<file path="src/rtl/arb_requester.sv">
// ----------------------------------------------------------------------------
// arb_requester
//
// Requesting agent for the two-agent request/grant arbiter. A burst command
// is taken on a valid/ready port. The block then raises req, waits for gnt and
// drives one data beat on every granted cycle. After the last beat it drops
// req and waits for the arbiter's (lagging) grant to fall before it accepts
// the next command.
//
// Optional feature macro: ARB_REQ_TIMEOUT_EN
//    When defined, the wait for the first grant is bounded by TIMEOUT cycles.
//    On expiry the command is dropped and err pulses for one cycle. When it is
//    undefined, the block waits for the grant indefinitely and err is tied 0.
//
// Parameters
//    BURST_W  width of cmd_len; a burst is cmd_len+1 beats (1..2^BURST_W)
//    DATA_W   bus data width
//    TIMEOUT  grant-wait limit in cycles (used only with ARB_REQ_TIMEOUT_EN)
//
// Ports
//    clk        in   clock, rising edge
//    rest_n     in   asynchronous active-low reset
//    cmd_valid  in   command offered
//    cmd_ready  out  high in IDLE; command taken when cmd_valid && cmd_ready
//    cmd_len    in   beats minus one
//    cmd_data   in   payload of the first beat; later beats add the beat index
//    req        out  request to the arbiter
//    gnt        in   grant from the arbiter
//    bus_valid  out  a beat is being driven
//    bus_data   out  beat payload
//    bus_last   out  final beat of the burst
//    done       out  one-cycle pulse when a burst has fully completed
//    err        out  one-cycle pulse on grant timeout
// ----------------------------------------------------------------------------
module arb_requester #(
   parameter int BURST_W = 4,
   parameter int DATA_W  = 8,
   parameter int TIMEOUT = 64
) (
   input  logic               clk,
   input  logic               rest_n,
   input  logic               cmd_valid,
   output logic               cmd_ready,
   input  logic [BURST_W-1:0] cmd_len,
   input  logic [DATA_W-1:0]  cmd_data,
   output logic               req,
   input  logic               gnt,
   output logic               bus_valid,
   output logic [DATA_W-1:0]  bus_data,
   output logic               bus_last,
   output logic               done,
   output logic               err
);

   typedef enum logic [1:0] {
      IDLE    = 2'd0,
      REQ     = 2'd1,
      XFER    = 2'd2,
      RELEASE = 2'd3
   } state_t;

   // A zero or negative grant-wait limit has no meaning.
   if (TIMEOUT < 1) begin : g_timeout_check
      $error("arb_requester: TIMEOUT must be at least 1");
   end

   state_t             state;
   state_t             state_nxt;

   // Captured command: beat count limit and the payload of beat 0.
   logic [BURST_W-1:0] len_q;
   logic [BURST_W-1:0] len_nxt;
   logic [DATA_W-1:0]  base_q;
   logic [DATA_W-1:0]  base_nxt;

   // Index of the beat currently on the bus. It never has to pass len_q, so
   // BURST_W bits cover a full 2^BURST_W beat burst without wrapping.
   logic [BURST_W-1:0] count_q;
   logic [BURST_W-1:0] count_nxt;
   logic [BURST_W-1:0] count_inc;

   logic               req_nxt;
   logic               bus_valid_nxt;
   logic [DATA_W-1:0]  bus_data_nxt;
   logic               bus_last_nxt;
   logic               done_nxt;

`ifdef ARB_REQ_TIMEOUT_EN
   localparam int TW = (TIMEOUT > 1) ? $clog2(TIMEOUT) : 1;

   // Cycles spent in REQ without a grant, and a marker that the current
   // command was abandoned so the trip through RELEASE raises no done.
   logic [TW-1:0]      wait_q;
   logic [TW-1:0]      wait_nxt;
   logic               abort_q;
   logic               abort_nxt;
   logic               err_nxt;
`endif

   assign count_inc = count_q + BURST_W'(1);

   // The command port is open exactly while the agent is idle.
   assign cmd_ready = (state == IDLE);

   // Next-state and next-output decode. Every registered output is computed
   // here one cycle ahead, so req/bus_*/done all change on the clock edge.
   always_comb begin
      state_nxt     = state;
      len_nxt       = len_q;
      base_nxt      = base_q;
      count_nxt     = count_q;
      req_nxt       = req;
      bus_valid_nxt = bus_valid;
      bus_data_nxt  = bus_data;
      bus_last_nxt  = bus_last;
      done_nxt      = 1'b0;
`ifdef ARB_REQ_TIMEOUT_EN
      wait_nxt      = wait_q;
      abort_nxt     = abort_q;
      err_nxt       = 1'b0;
`endif

      case (state)
         IDLE: begin
            // A grant seen here belongs to nobody we know about and is ignored.
            if (cmd_valid) begin
               len_nxt   = cmd_len;
               base_nxt  = cmd_data;
               count_nxt = '0;
               req_nxt   = 1'b1;
               state_nxt = REQ;
`ifdef ARB_REQ_TIMEOUT_EN
               wait_nxt  = '0;
               abort_nxt = 1'b0;
`endif
            end
         end

         REQ: begin
            if (gnt) begin
               // First beat goes out on the cycle after the grant is seen.
               bus_valid_nxt = 1'b1;
               bus_data_nxt  = base_q;
               bus_last_nxt  = (len_q == '0);
               state_nxt     = XFER;
            end
`ifdef ARB_REQ_TIMEOUT_EN
            else if (wait_q == TW'(TIMEOUT - 1)) begin
               // This is the TIMEOUT-th ungranted cycle: give up on the
               // command and let RELEASE wait out any late grant.
               req_nxt   = 1'b0;
               err_nxt   = 1'b1;
               abort_nxt = 1'b1;
               state_nxt = RELEASE;
            end
            else begin
               wait_nxt = wait_q + TW'(1);
            end
`endif
         end

         XFER: begin
            // A beat only counts when the arbiter grants in the same cycle;
            // otherwise the same beat stays on the bus and is retried.
            if (bus_valid && gnt) begin
               if (bus_last) begin
                  req_nxt       = 1'b0;
                  bus_valid_nxt = 1'b0;
                  bus_last_nxt  = 1'b0;
                  state_nxt     = RELEASE;
               end
               else begin
                  count_nxt    = count_inc;
                  bus_data_nxt = base_q + DATA_W'(count_inc);
                  bus_last_nxt = (count_inc == len_q);
               end
            end
         end

         RELEASE: begin
            // The arbiter's grant trails req by two cycles; only once it has
            // dropped is the bus really free for the other agent.
            if (!gnt) begin
               state_nxt = IDLE;
`ifdef ARB_REQ_TIMEOUT_EN
               done_nxt  = !abort_q;
`else
               done_nxt  = 1'b1;
`endif
            end
         end

         default: begin
            state_nxt = IDLE;
         end
      endcase
   end

   // State and registered outputs. Reset throws away any command in flight.
   always_ff @(posedge clk or negedge rest_n) begin
      if (!rest_n) begin
         state     <= IDLE;
         len_q     <= '0;
         base_q    <= '0;
         count_q   <= '0;
         req       <= 1'b0;
         bus_valid <= 1'b0;
         bus_data  <= '0;
         bus_last  <= 1'b0;
         done      <= 1'b0;
      end
      else begin
         state     <= state_nxt;
         len_q     <= len_nxt;
         base_q    <= base_nxt;
         count_q   <= count_nxt;
         req       <= req_nxt;
         bus_valid <= bus_valid_nxt;
         bus_data  <= bus_data_nxt;
         bus_last  <= bus_last_nxt;
         done      <= done_nxt;
      end
   end

`ifdef ARB_REQ_TIMEOUT_EN
   // Grant-wait timer, abandon marker and the err pulse.
   always_ff @(posedge clk or negedge rest_n) begin
      if (!rest_n) begin
         wait_q  <= '0;
         abort_q <= 1'b0;
         err     <= 1'b0;
      end
      else begin
         wait_q  <= wait_nxt;
         abort_q <= abort_nxt;
         err     <= err_nxt;
      end
   end
`else
   assign err = 1'b0;
`endif

endmodule

</file>
<file path="config.mk">
export PLATFORM = sky130hd
export DESIGN_NAME = arb_requester
export DESIGN_NICKNAME = d
export VERILOG_FILES = /design/src/rtl/arb_requester.sv
export SDC_FILE = /design/constraint.sdc
export NUM_CORES = 1
export LEC_CHECK = 0
export CAP_MARGIN = 5
export CORE_MARGIN = 1
export CORE_UTILIZATION = 47
export DETAILED_ROUTE_END_ITERATION = 8
export GPL_TIMING_DRIVEN = 0
export PLACE_DENSITY = 0.75
export SETUP_SLACK_MARGIN = 0.05
export SLEW_MARGIN = 20
export SYNTH_ARGS = -nofsm -noshare
export SYNTH_HDL_FRONTEND = slang
export SYNTH_SLANG_ARGS = --single-unit
</file>
<file path="constraint.sdc">
create_clock -name clk -period 1.8 [get_ports clk]
set_input_delay 0.36 -clock clk [delete_from_list [all_inputs] [get_ports clk]]
set_output_delay 0.36 -clock clk [all_outputs]
set_load 0.05 [all_outputs]
</file>
==> reports/metrics.yaml <==
worst_setup_path:
  end_kind: "flop"
  crit_slowest_cell: "dfrtp_2"
  worstSetupPathType: "flop to flop"
  worst-path-max-fanout: 4
  arrival_ns: 2.16
  cpMostUsedCell: "ha_4"
  crit_chain: "ha_4 > xor2_4 > ha_4 > a21o_1 > a21oi_2 > or4_1 > nand3_1"
  rr_worst_depth: 7
  start_kind: "flop"
  worstPathRequired_ns: 2.07
  slowest_delay_ns: 0.45
  r2r_slack_ns: -0.09
power:
  powerDensity_nw_per_um2: 1962
  p_total_mw: 4.592
  vdd_drop_max_mv: 0.9732
  power.leakage_nw: 1.071
drt:
  wire_per_inst_um: 16.49
  wl_um: 4140
  drcViolationCount: 0
  firstDrtPassIters: 4
  drt-vias-per-instance: 5.522
  vias: 1386
  dr.first_iter.drc_count: 51
  antenna_left: 0
cts:
  clk_latency_ns: 0.34
  hold_buffers: 0
  cts_tree: "built"
  cts_buffers: 5
  cts_buffer_depth: 2
  clock-sinks: 30
  h-tree-depth: 2
  cts_root_buffer: "clkbuf_4"
  cts.clk_slew.worst_paths_ns: 0.10
logic_synthesis:
  syn_avg_cell_area_um2: 10.67
  ys_seq_area_share_pct: 43.70
  yosysTopAreaCell: "dfrtp_1"
  synth_nets: 187
  syn_inst: 161
  synth_ff_type: "dfrtp_1"
  synth.top_cell.area_share_pct: 43.70
  yosysUniqueCellTypes: 43
  synth_edf_count: 0
  synth-async-reset-ratio_pct: 100.0
  synth_area_um2: 1718
  netlist_top_cells_area: "dfrtp_1, mux2_2, ha_1, o21ai_0, nand2_1"
  synth-warning-count: 0
  ys_ff_latch: 30
global_route:
  grt_pass1_vias: 1468
  gr-total-overflow: 0
  grt_pass1_wl_um: 6893
  grt_max_degree: 31
  track_usage_pct: 22.85
  antenna_found_initial: 0
layout:
  postLayoutCellArea_um2: 2341
  n_antenna_cell: 0
  drive_gt1_share_pct: 33.17
  num-fill-cells: 272
  final_util_pct: 68.53
  syn2layout_area_growth_pct: 36.27
  finalNetCount: 230
placement:
  io_buffer_count: 27
  placed_area_um2: 2083
  dp_hpwl_um: 2716
  place_congestion: 0.8466
timing:
  tightest_slew_ns: 0.6759
  rsz0062_at_grt: "true"
  slew_headroom_pct: 54.94
  finalMaxSlewViolations: 0
  timing.final.ws_setup_ns: -0.09188
  fin_crit_ns: 1.892
  fin_skew_ns: 0.01327
  period_share_pct: 105.1
  fin_tns_setup_ns: -0.1698
  hold_violations: 0
  timing.fmax_ghz: 0.5286
  setup_viol: 3
run:
  drv_cap: 0
floorplanning:
  fp.dieH_um: 62.46
  core-area_um2: 3416
  die_w_um: 62.46
  start_util_pct: 50.29
  io-pin-count: 30
  num_rows: 21
  die_area_um2: 3901
outcome:
  violations: "setup timing"
  outcome: "finished with violations"
min_path:
  hp-class: "input pin to async pin"
==> flip-flops by register name, indices dropped and copies added, names as in the netlist <==
| signal | cells |
|---|---|
| base_q | 8 |
| bus_data | 8 |
| bus_last | 1 |
| bus_valid | 1 |
| count_q | 4 |
| done | 1 |
| len_q | 4 |
| req | 1 |
| state | 2 |
==> cells in the final DEF, fill, tap and decap left out, drive strengths merged, types with 8 or more instances in the layout <==
| cell | instances |
|---|---|
| buf | 15 |
| clkbuf | 10 |
| clkdlybuf4s50 | 13 |
| dfrtp | 30 |
| dlygate4sd2 | 11 |
| ha | 9 |
| inv | 8 |
| mux2 | 14 |
| nand2 | 15 |
| o21ai | 16 |
==> worst max-delay path: cells and delay by family, from the launching register on <==
family                   cells  cell delay (ns)
AND/OR/NAND/NOR              2             0.50
XOR/XNOR                     1             0.16
adder cells (fa/ha/maj)      2             0.49
AO/OA/AOI/OAI                2             0.21
flip-flops                   1             0.45
==> power by group <==
group          total (mW)  internal (mW)  switching (mW)
logic                2.87           1.29            1.59
clock network       0.431          0.189           0.242
registers            1.29          0.990           0.299
total                4.59           2.47            2.13
==> routing by layer <==
metal / global-route usage (%) / share of wire [%]
met1: 27.40 / 42
met2: 38.99 / 51
met3: 5.657 / 4.4
met4: 9.302 / 2.8
met5: 0 / 0
==> what timing repair did <==
| item | 4_1_cts | 5_1_grt |
|---|---|---|
| pin swaps | 8 | 15 |
| resized for setup | 34 | 17 |
| setup endpoints to repair | 38 | 14 |
| setup buffers | 6 | 3 |
==> through the flow <==
| stage | cells | setup WS (ns) | hold slack [ns] |
|---|---|---|---|
| after global placement | 234 | -0.2692 | 0.4638 |
| after detailed placement | 234 | -0.3166 | 0.4451 |
| after floorplan | 161 | -0.01544 | 0.06441 |
| after global routing | 251 | -0.1368 | 0.1023 |
| final | 251 | -0.09188 | 0.04313 |
| after CTS | 248 | -0.1093 | 0.07432 |
==> path summary, 6_finish.rpt <==
path | from | to
max | count_q[1] | bus_data[6]
min in group clk | gnt | bus_last
max in group asynchronous | rest_n | count_q[2]
min | rest_n | bus_valid
min reg2reg | bus_data[1] | bus_data[1]
max reg2reg | count_q[1] | bus_data[6]
==> cell families after synthesis <==
kind of cell    synth area share [%]
xor+xnor                       4.953
simple gates                   12.75
mux                            10.92
fa+ha+maj                      7.720
compound gates                 15.73
buf+inv                        4.006
other cells                   0.2183
flops                          43.70
==> cells in the mapped netlist, types with 2 or more instances <==
library cell and n:
a31oi_1 2, dfrtp_1 30, or4_1 2, buf_1 2, and2_1 2, inv_1 8, o21ai_0 15, nor2_1 2
xnor2_1 5, a22o_1 4, mux2i_1 3, nand2_1 14, nor2b_1 4, clkbuf_1 2, a211oi_1 2, mux2_2 13
ha_1 9, a21oi_1 3, or3_1 2, nand4_1 3, nand3_1 6, xor2_1 2, a211o_1 3, a21o_1 4
==> final cells by class <==
| cell class | instances | area (um^2) | share of cell area (%) |
|---|---|---|---|
| multi-input combinational | 116 | 1076 | 45.96 |
| sequential | 30 | 755.7 | 32.28 |
| timing repair buffer | 36 | 314.1 | 13.42 |
| tap | 46 | 57.56 | 2.459 |
| clock buffer | 7 | 55.05 | 2.352 |
| buffer | 7 | 47.55 | 2.031 |
| inverter | 8 | 30.03 | 1.283 |
| clock inverter | 1 | 5.005 | 0.2138 |
Note: power is estimated with default switching activity, not from simulation.
